--- config.mk ---
export PLATFORM = sky130hd
export DESIGN_NAME = dport_mux_n
export DESIGN_NICKNAME = d
export VERILOG_FILES = /design/src/rtl/dport_pkg.sv /design/src/rtl/dport_region_decode.sv /design/src/rtl/dport_mux_n.sv
export SDC_FILE = /design/constraint.sdc
export NUM_CORES = 1
export LEC_CHECK = 0
export BUFFER_PORTS_ARGS = -buffer_cell sky130_fd_sc_hd__buf_2
export CAP_MARGIN = 15
export CORE_AREA = 3 3 151 153
export DETAILED_ROUTE_END_ITERATION = 6
export DIE_AREA = 0 0 154 156
export HOLD_SLACK_MARGIN = 0.02
export PLACE_DENSITY = 0.43
export SYNTH_ARGS = -nofsm -noshare
export SYNTH_HDL_FRONTEND = slang
export SYNTH_SLANG_ARGS = --single-unit
--- constraint.sdc ---
create_clock -name clk_i -period 2.5 [get_ports clk_i]
set_input_delay 0.125 -clock clk_i [delete_from_list [all_inputs] [get_ports clk_i]]
set_output_delay 0.125 -clock clk_i [all_outputs]
set_load 0.01 [all_outputs]
--- src/rtl/dport_pkg.sv ---
// dport_pkg
//   Shared widths and the request-strobe bundle used by the data-port mux
//   and its region decoder.
//
//   DPORT_TAG_W   request/response tag width
//   DPORT_ADDR_W  address width
//   DPORT_DATA_W  read/write data width
//   dport_req_t   one request's strobes (read, byte writes, cache ops)
//   req_present() true when any strobe in the bundle is active
package dport_pkg;

    localparam int DPORT_TAG_W  = 11;
    localparam int DPORT_ADDR_W = 32;
    localparam int DPORT_DATA_W = 32;

    typedef struct packed {
        logic       rd;
        logic [3:0] wr;
        logic       invalidate;
        logic       writeback;
        logic       flush;
    } dport_req_t;

    function automatic logic req_present(input dport_req_t r);
        return r.rd | (|r.wr) | r.invalidate | r.writeback | r.flush;
    endfunction

endpackage

--- src/rtl/dport_region_decode.sv ---
// dport_region_decode
//   Combinational priority base/mask decoder. Port i hits when
//   (addr & mask_i) == base_i; the lowest hitting index wins. With no hit
//   the index is NUM_PORTS (the unmapped pseudo-target).
//
//   addr_i      request address
//   hit_o       one-hot winning port (all zero when unmapped)
//   idx_o       winning port index, NUM_PORTS when unmapped
//   unmapped_o  no region matched
module dport_region_decode
    import dport_pkg::*;
#(
    parameter int                        NUM_PORTS = 2,
    parameter int                        IDX_W     = 2,
    parameter logic [NUM_PORTS*32-1:0]   PORT_BASE = '0,
    parameter logic [NUM_PORTS*32-1:0]   PORT_MASK = '0
) (
    input  logic [DPORT_ADDR_W-1:0] addr_i,
    output logic [NUM_PORTS-1:0]    hit_o,
    output logic [IDX_W-1:0]        idx_o,
    output logic                    unmapped_o
);

    logic found_w;

    always_comb begin
        hit_o   = '0;
        idx_o   = IDX_W'(NUM_PORTS);
        found_w = 1'b0;
        for (int i = 0; i < NUM_PORTS; i++) begin
            if (!found_w &&
                ((addr_i & PORT_MASK[32*i +: 32]) == PORT_BASE[32*i +: 32])) begin
                hit_o[i] = 1'b1;
                idx_o    = IDX_W'(i);
                found_w  = 1'b1;
            end
        end
    end

    assign unmapped_o = ~found_w;

endmodule

--- src/rtl/dport_mux_n.sv ---
// dport_mux_n
//   Routes core data-port requests to NUM_PORTS targets by base/mask region,
//   keeps responses in order by only letting one target have requests in
//   flight at a time, and answers unmapped addresses with a one-cycle error
//   response.
//
//   clk_i, rst_i             clock, synchronous active-high reset
//   mem_*_i / mem_*_o        core-side request and response
//   mem_t_*_o                per-target request (addr/data/tag/cacheable
//                            broadcast, strobes gated to the chosen target)
//   mem_t_*_i                per-target accept and response
module dport_mux_n
    import dport_pkg::*;
#(
    parameter int                      NUM_PORTS       = 2,
    parameter logic [NUM_PORTS*32-1:0] PORT_BASE       = {32'h80000000, 32'h00000000},
    parameter logic [NUM_PORTS*32-1:0] PORT_MASK       = {32'hF0000000, 32'hF0000000},
    parameter int                      MAX_OUTSTANDING = 4,
    parameter int                      OUTSTANDING_W   = 3
) (
    input  logic                              clk_i,
    input  logic                              rst_i,

    input  logic [DPORT_ADDR_W-1:0]           mem_addr_i,
    input  logic [DPORT_DATA_W-1:0]           mem_data_wr_i,
    input  logic                              mem_rd_i,
    input  logic [3:0]                        mem_wr_i,
    input  logic                              mem_cacheable_i,
    input  logic [DPORT_TAG_W-1:0]            mem_req_tag_i,
    input  logic                              mem_invalidate_i,
    input  logic                              mem_writeback_i,
    input  logic                              mem_flush_i,
    output logic [DPORT_DATA_W-1:0]           mem_data_rd_o,
    output logic                              mem_accept_o,
    output logic                              mem_ack_o,
    output logic                              mem_error_o,
    output logic [DPORT_TAG_W-1:0]            mem_resp_tag_o,

    output logic [NUM_PORTS*DPORT_ADDR_W-1:0] mem_t_addr_o,
    output logic [NUM_PORTS*DPORT_DATA_W-1:0] mem_t_data_wr_o,
    output logic [NUM_PORTS-1:0]              mem_t_rd_o,
    output logic [NUM_PORTS*4-1:0]            mem_t_wr_o,
    output logic [NUM_PORTS-1:0]              mem_t_cacheable_o,
    output logic [NUM_PORTS*DPORT_TAG_W-1:0]  mem_t_req_tag_o,
    output logic [NUM_PORTS-1:0]              mem_t_invalidate_o,
    output logic [NUM_PORTS-1:0]              mem_t_writeback_o,
    output logic [NUM_PORTS-1:0]              mem_t_flush_o,
    input  logic [NUM_PORTS*DPORT_DATA_W-1:0] mem_t_data_rd_i,
    input  logic [NUM_PORTS-1:0]              mem_t_accept_i,
    input  logic [NUM_PORTS-1:0]              mem_t_ack_i,
    input  logic [NUM_PORTS-1:0]              mem_t_error_i,
    input  logic [NUM_PORTS*DPORT_TAG_W-1:0]  mem_t_resp_tag_i
);

    // One extra index value encodes the internal error responder.
    localparam int                 IDX_W    = $clog2(NUM_PORTS + 1);
    localparam logic [IDX_W-1:0]   UNMAPPED = IDX_W'(NUM_PORTS);
    localparam logic [OUTSTANDING_W-1:0] MAX_OUT = OUTSTANDING_W'(MAX_OUTSTANDING);

    dport_req_t                req_s;
    logic                      req_w;
    logic [NUM_PORTS-1:0]      hit_w;
    logic [IDX_W-1:0]          tgt_w;
    logic                      unmapped_w;

    logic [IDX_W-1:0]          sel_q, sel_d;
    logic [OUTSTANDING_W-1:0]  pending_q, pending_d;
    logic                      err_valid_q, err_valid_d;
    logic [DPORT_TAG_W-1:0]    err_tag_q, err_tag_d;

    logic                      issue_ok_w;
    logic                      accept_w;
    logic                      ack_w;
    logic                      resp_ack_w;
    logic                      resp_err_w;
    logic [DPORT_DATA_W-1:0]   resp_data_w;
    logic [DPORT_TAG_W-1:0]    resp_tag_w;

    assign req_s.rd         = mem_rd_i;
    assign req_s.wr         = mem_wr_i;
    assign req_s.invalidate = mem_invalidate_i;
    assign req_s.writeback  = mem_writeback_i;
    assign req_s.flush      = mem_flush_i;
    assign req_w            = req_present(req_s);

    dport_region_decode #(
        .NUM_PORTS (NUM_PORTS),
        .IDX_W     (IDX_W),
        .PORT_BASE (PORT_BASE),
        .PORT_MASK (PORT_MASK)
    ) u_decode (
        .addr_i     (mem_addr_i),
        .hit_o      (hit_w),
        .idx_o      (tgt_w),
        .unmapped_o (unmapped_w)
    );

    // Only the registered count is consulted: an ack landing this cycle
    // frees its slot from the next cycle on, keeping the path short.
    assign issue_ok_w = ~rst_i & req_w &
                        ((pending_q == '0) |
                         ((tgt_w == sel_q) & (pending_q < MAX_OUT)));

    assign accept_w     = issue_ok_w & (unmapped_w | (|(hit_w & mem_t_accept_i)));
    assign mem_accept_o = accept_w;

    // Broadcast fields need no gating; targets qualify them with strobes.
    assign mem_t_addr_o      = {NUM_PORTS{mem_addr_i}};
    assign mem_t_data_wr_o   = {NUM_PORTS{mem_data_wr_i}};
    assign mem_t_cacheable_o = {NUM_PORTS{mem_cacheable_i}};
    assign mem_t_req_tag_o   = {NUM_PORTS{mem_req_tag_i}};

    always_comb begin
        mem_t_rd_o         = '0;
        mem_t_wr_o         = '0;
        mem_t_invalidate_o = '0;
        mem_t_writeback_o  = '0;
        mem_t_flush_o      = '0;
        for (int i = 0; i < NUM_PORTS; i++) begin
            if (issue_ok_w && hit_w[i]) begin
                mem_t_rd_o[i]         = req_s.rd;
                mem_t_wr_o[4*i +: 4]  = req_s.wr;
                mem_t_invalidate_o[i] = req_s.invalidate;
                mem_t_writeback_o[i]  = req_s.writeback;
                mem_t_flush_o[i]      = req_s.flush;
            end
        end
    end

    // Response side listens only to the target that owns the in-flight
    // requests; anything from other ports is dropped.
    always_comb begin
        resp_ack_w  = 1'b0;
        resp_err_w  = 1'b0;
        resp_data_w = '0;
        resp_tag_w  = '0;
        if (sel_q == UNMAPPED) begin
            resp_ack_w = err_valid_q;
            resp_err_w = 1'b1;
            resp_tag_w = err_tag_q;
        end else begin
            for (int i = 0; i < NUM_PORTS; i++) begin
                if (sel_q == IDX_W'(i)) begin
                    resp_ack_w  = mem_t_ack_i[i];
                    resp_err_w  = mem_t_error_i[i];
                    resp_data_w = mem_t_data_rd_i[DPORT_DATA_W*i +: DPORT_DATA_W];
                    resp_tag_w  = mem_t_resp_tag_i[DPORT_TAG_W*i +: DPORT_TAG_W];
                end
            end
        end
    end

    // With nothing outstanding any ack is stale (e.g. after a reset) and
    // must neither reach the core nor underflow the counter.
    assign ack_w          = ~rst_i & resp_ack_w & (pending_q != '0);
    assign mem_ack_o      = ack_w;
    assign mem_error_o    = ack_w & resp_err_w;
    assign mem_data_rd_o  = resp_data_w;
    assign mem_resp_tag_o = resp_tag_w;

    always_comb begin
        pending_d = pending_q;
        if (accept_w && !ack_w) begin
            pending_d = pending_q + OUTSTANDING_W'(1);
        end else if (!accept_w && ack_w) begin
            pending_d = pending_q - OUTSTANDING_W'(1);
        end
        sel_d       = accept_w ? tgt_w : sel_q;
        err_valid_d = accept_w & unmapped_w;
        err_tag_d   = (accept_w && unmapped_w) ? mem_req_tag_i : err_tag_q;
    end

    always_ff @(posedge clk_i) begin
        if (rst_i) begin
            sel_q       <= '0;
            pending_q   <= '0;
            err_valid_q <= 1'b0;
            err_tag_q   <= '0;
        end else begin
            sel_q       <= sel_d;
            pending_q   <= pending_d;
            err_valid_q <= err_valid_d;
            err_tag_q   <= err_tag_d;
        end
    end

endmodule

# Yosys cells after proc, flatten, opt, wreduce, memory -nomap -nowiden
# Index checks and enable logic that the tools add are counted.
[word_totals]
ff_bits = 17
[classes]
bitwise_logic = 17
magnitude_cmp = 1
n_addsub = 2
eq_ne = 4
muxes = 29
n_reduce_logical = 16
[op_table]
columns = ["cell", "n"]
rows = [
  ["$mux 32", 3],
  ["$mux 11", 3],
  ["$logic_not 32->1", 1],
  ["$mux 1", 17],
  ["$and 1x1->1", 8],
  ["$mux 4", 2],
  ["$logic_and 1x1->1", 6],
  ["$mux 3", 2],
  ["$or 1x1->1", 6],
  ["$eq 4x4->1 const B", 1],
  ["$mux 2", 2],
  ["$reduce_or 4->1", 1],
  ["$add 3x1->3 const B", 1],
  ["$logic_not 1->1", 3],
  ["$logic_not 3->1", 1],
  ["$lt 3x3->1 const B", 1],
  ["$reduce_bool 3->1", 1],
  ["$sub 3x1->3 const B", 1],
  ["$and 2x2->2", 1],
  ["$eq 2x1->1 const B", 1],
  ["$eq 2x2->1", 1],
  ["$eq 2x2->1 const B", 1],
  ["$logic_not 2->1", 1],
  ["$not 1->1", 2],
  ["other kinds (2)", 2],
]

# Longest topological paths before layout
[depth]
depth_word = 14
depth_mapped = 11
depth_no_buf = 10

# By module
# A second synthesis with hierarchy kept.
[unflattened]
cells_unflattened = 383
hier_area_um2 = 2921.6
[modules_own_cells]
columns = ["module", "seq_area_each_um2", "cells_per_inst", "instances", "area_each_um2"]
rows = [
  ["dport_mux_n", 340.3, 378, 1, 2885.3],
  ["dport_region_decode", 0.0, 5, 1, 36.3],
]

# Worst setup path after synthesis
# No wires, ideal clock.
[synth_timing]
kind = "flip-flop to flip-flop"
from = "register sel_q[0]"
to = "register pending_q[2]"
n_path_buf = 1
period_less_slack_ps = 2576
path_slack_ps = -76
arrival_time_ps = 2506
path_stages_with_launch = 12
setup_ps = 70
t_required_ps = 2430
cell_sequence = "dfxtp_1 -> buf_2 -> xor2_1 -> nor2_1 -> a21oi_1 -> nor3_1 -> ha_1 -> inv_1 -> fa_1 -> xor2_1 -> or3_1 -> a21oi_1"
[synth_via]
word_cells_on_any_way = 19
classes_between = "3 x eq/ne; 4 x mux; 6 x bitwise; 6 x reduce/logical"
[synth_rtl]
columns = ["item", "line", "text"]
rows = [
  ["from (decl)", "dport_mux_n.sv:66", "logic [IDX_W-1:0] sel_q, sel_d;"],
  ["from (signal assigned)", "dport_mux_n.sv:180", "sel_q <= sel_d;"],
  ["$eq 2x2->1 (*)", "dport_mux_n.sv:102", "((tgt_w == sel_q) & (pending_q < MAX_OUT)));"],
  ["$and 1x1->1 (*)", "dport_mux_n.sv:102", ""],
  ["$or 1x1->1 (*)", "dport_mux_n.sv:101", "((pending_q == '0) |"],
  ["$and 1x1->1 (*)", "dport_mux_n.sv:100", "assign issue_ok_w = ~rst_i & req_w &"],
  ["$and 1x1->1 (*)", "dport_mux_n.sv:104", "assign accept_w = issue_ok_w & (unmapped_w | (|(hit_w & mem_t_accept_i)));"],
  ["net mem_accept_o", "dport_mux_n.sv:34", "output logic mem_accept_o,"],
  ["$logic_not 1->1", "dport_mux_n.sv:165", "end else if (!accept_w && ack_w) begin"],
  ["$logic_and 1x1->1", "dport_mux_n.sv:165", ""],
  ["$reduce_bool 2->1 (no line)", "-", ""],
  ["to (signal assigned)", "dport_mux_n.sv:181", "pending_q <= pending_d;"],
  ["to (decl)", "dport_mux_n.sv:67", "logic [OUTSTANDING_W-1:0] pending_q, pending_d;"],
]
# The timed path passes the listed nets; every way through them passes the cells marked *.
# A chain may end at the register's enable or synchronous reset.

# Worst setup path in the final report
[layout_timing]
from = "register sel_q[1]"
to = "register pending_q[2]"
[layout_via]
elab_chain_len = 9
word_cells_on_any_way = 19
classes_between = "3 x eq/ne; 4 x mux; 6 x bitwise; 6 x reduce/logical"
[layout_lines]
columns = ["item", "line", "text"]
rows = [
  ["$logic_not 2->1", "dport_mux_n.sv:143", "if (sel_q == IDX_W'(i)) begin"],
  ["$mux 1 (2 in a row)", "dport_mux_n.sv:143", ""],
  ["$mux 1", "dport_mux_n.sv:137", "if (sel_q == UNMAPPED) begin"],
  ["$and 1x1->1 (2 in a row)", "dport_mux_n.sv:155", "assign ack_w = ~rst_i & resp_ack_w & (pending_q != '0);"],
  ["$logic_not 1->1", "dport_mux_n.sv:163", "if (accept_w && !ack_w) begin"],
  ["$logic_and 1x1->1", "dport_mux_n.sv:163", ""],
  ["$mux 3 or $reduce_bool 2->1 (tied branches)", "-", ""],
]
# Several ways; a longest one is shown, not always the timed one.

==> flow_metrics.tcl <==
set metrics [dict create \
    status "finished clean" \
    clk_latency_ps 250 \
    floorplan.rows 54 \
    power-per-cell-area_mw_per_mm2 541 \
    netlist_top_cells_count "152 x buf_4, 56 x mux2i_1, 54 x nor2_1" \
    insertedDiodeCount 0 \
    netlist_instances 366 \
    core_region_area_sq_mm 0.0217 \
    worst_setup_path_start_kind "flip-flop" \
    req_time_crit_path_ps 2690 \
    sequential_share_of_the_synthesized_area_pct 12.1 \
    drc_errors 0 \
    route.detailed.vias_per_inst 3.37 \
    postSynth.asyncResetShare_pct 0 \
    grt_pass1_wl_um 12800 \
    cts_tree "done" \
    cp_max_fo 3 \
    synthMostInstantiatedCell "buf_4" \
    timing.final.crit_share_pct 92.4 \
    antenna_violating_nets_post_route 0 \
    yosysWarnings 0 \
    drive_gt1_share_pct 54.7 \
    numCtsBuffers 3 \
    setup_viol 0 \
    area.growth.synth_to_final_pct 12.3 \
    synth-edff-count 0 \
    buffer_ports.inserted 208 \
    ctsHoldBuffers 0 \
    cts.path.max_buffers 2 \
    timing.final.hold_violations 0 \
    slew_headroom_pct 56.9 \
    vias 2369 \
    seq_cells_post_synth 17 \
    starting_density_of_the_core_pct 12.9 \
    grt_setup_unrepaired "no" \
    timing.critical_path.arrival_ps 2500 \
    detailedRoute.firstPassIterationCount 4 \
    setup_total_negative_slack_ps 0 \
    finish.net_count 603 \
    yosys_most_used_dff "dfxtp_1" \
    routedWlPerCell_um 13.0 \
    drv.max_cap_violation_count 0 \
    worstRegToRegCells 10 \
    number_of_cells_upsized_or_downsized_after_cts 0 \
    hold_ws_ps 140 \
    grt.overflow.total 0 \
    vdd.ir_drop.worst_mv 0.195 \
    fmaxAchievable_mhz 433 \
    post-route-min-period_ps 2310 \
    synth.area.top_cells "buf_4 41%, mux2i_1 20%, dfxtp_1 12%, nor2_1 7.2%, and2_1 3.3%" \
    h-tree-depth 1 \
    maxSlewViolCount 0 \
    numClockSinks 17 \
    netlist.top_cell.by_area "buf_4" \
    dpl.hpwl_um 7690 \
    power.static_leakage_nw 1.50 \
    detailedRoute.firstIterationViolations 61 \
    antenna_found_initial 0 \
    min_delay_worst_endpoint "err_tag_q[8]" \
    min_delay_path_depth 3 \
    timing_worst_slew_pin_value_ps 647 \
    detail_route.wirelength_um 9100 \
    critical_r2r_launch "sel_q[1]" \
    crit-reg2reg-capture "pending_q[2]" \
    grtUsageTotal_pct 6.98 \
    buffers_inserted_during_post_cts_setup_optimization 0 \
    reg2reg_setup_slack_ps 190 \
    ys_types 34 \
    io_pins 392 \
    die-width_um 154 \
    place_congestion 0.672 \
    timing.clock.skew_ps 2.34 \
    worstSetupPathType "flip-flop to flip-flop" \
    synth.avg_cell_area_sq_um 7.66 \
    postSynthNetCount 546 \
    grt_start_max_net_pins 39 \
    post-synth-top-area-fraction_pct 40.7 \
    final_util_pct 14.5 \
    min_path_type "input port to flip-flop" \
    worstSetupEndpointType "flip-flop" \
    critical_hold_path_startpoint "mem_req_tag_i[8]" \
    first_global_vias 2260 \
    cts_root_buffer "clkbuf_16" \
    design.die.area_sq_mm 0.0240 \
    die_height_um 156 \
    worst_setup_hold_path_clk_slew_ps 50 \
    synth.cell_area_sq_mm 0.00281 \
    worstSetupStartpoint "sel_q[1]" \
]
[how the worst max path moves through the flow]
stage / end / slack [ps] / cells past startpoint
global placement: pending_q[2] / 190 / 10
global route: pending_q[2] / 50 / 10
finish: pending_q[2] / 190 / 10
detailed placement: pending_q[2] / 200 / 10
CTS: pending_q[2] / 170 / 10
floorplan: pending_q[2] / 70 / 11
[cells in the final DEF, fill, tap and decap left out, types with 2 or more instances in the layout]
cell and instances:
clkbuf_16 3, buf_2 208, nand2_1 13, nor4_1 3, xor2_1 3, and2_1 15
buf_4 11, dfxtp_1 15, inv_1 3, mux2i_1 56, nor2_1 54, nor3_4 2
o21ai_0 12, a21oi_1 2
[logic make-up (layout without fill, tap and decap cells)]
group                    count (synthesis)  count (layout)  synth area share [%]
AO/OA/AOI/OAI                           22              22                  5.04
XOR/XNOR                                 3               3                 0.937
adder cells (fa/ha/maj)                  2               2                  1.16
buffers and inverters                  170             226                  43.8
flip-flops                              17              17                  12.1
multiplexers                            57              57                  20.4
AND/OR/NAND/NOR                         95              95                  16.5
[final cells by class]
cell class                 instances  area, sq um
clock buffer                       4         78.8
fill                            2509        18500
inverter                           3         11.3
multi-input combinational        179         1240
sequential                        17          345
tap                              280          350
timing repair buffer             219         1120
[registers in the layout, indices dropped and copies added (netlist names)]
name         count
err_tag_q       11
err_valid_q      1
pending_q        3
sel_q            2
[report_power, final]
part           total, W  internal, W  switching [W]
Combinational   0.00101     0.000441       0.000565
Clock          0.000329     0.000217       0.000112
Sequential     0.000369     0.000332      0.0000365
Total           0.00170     0.000990       0.000713
[layer usage]
| metal | part of all wire [%] | global-route usage [%] | vias up | wire (um) |
|---|---|---|---|---|
| met3 | 9.9 | 2.00 | 54 | 897 |
| li1 | - | - | 1152 | - |
| met5 | 0 | 0 | - | 0 |
| met1 | 36 | 7.23 | 1010 | 3270 |
| met4 | 5.8 | 4.79 | 0 | 531 |
| met2 | 48 | 12.2 | 153 | 4400 |
[through the flow]
| step | instances | area, sq um | setup slack (ps) | total power, W |
|---|---|---|---|---|
| 6_report | 702 | 3150 | 189 | 0.00170 |
| 2_1_floorplan | 366 | 2810 | 65.2 | 0.00118 |
| 3_5_place_dp | 698 | 3070 | 196 | 0.00141 |
| 4_1_cts | 702 | 3150 | 174 | 0.00176 |
| 5_1_grt | 702 | 3150 | 53.6 | 0.00186 |
| 3_3_place_gp | 698 | 3070 | 188 | 0.00141 |
[critical path, stage by stage (launching register included)]
cell and delay, ps:
dfxtp_2 330, inv_1 60, o32ai_1 270, a21oi_1 100, nor3_2 240, ha_1 220
inv_1 60, fa_1 370, xor2_1 160, or3_1 300, a21oi_1 130
(Power assumes the default switching activity.)
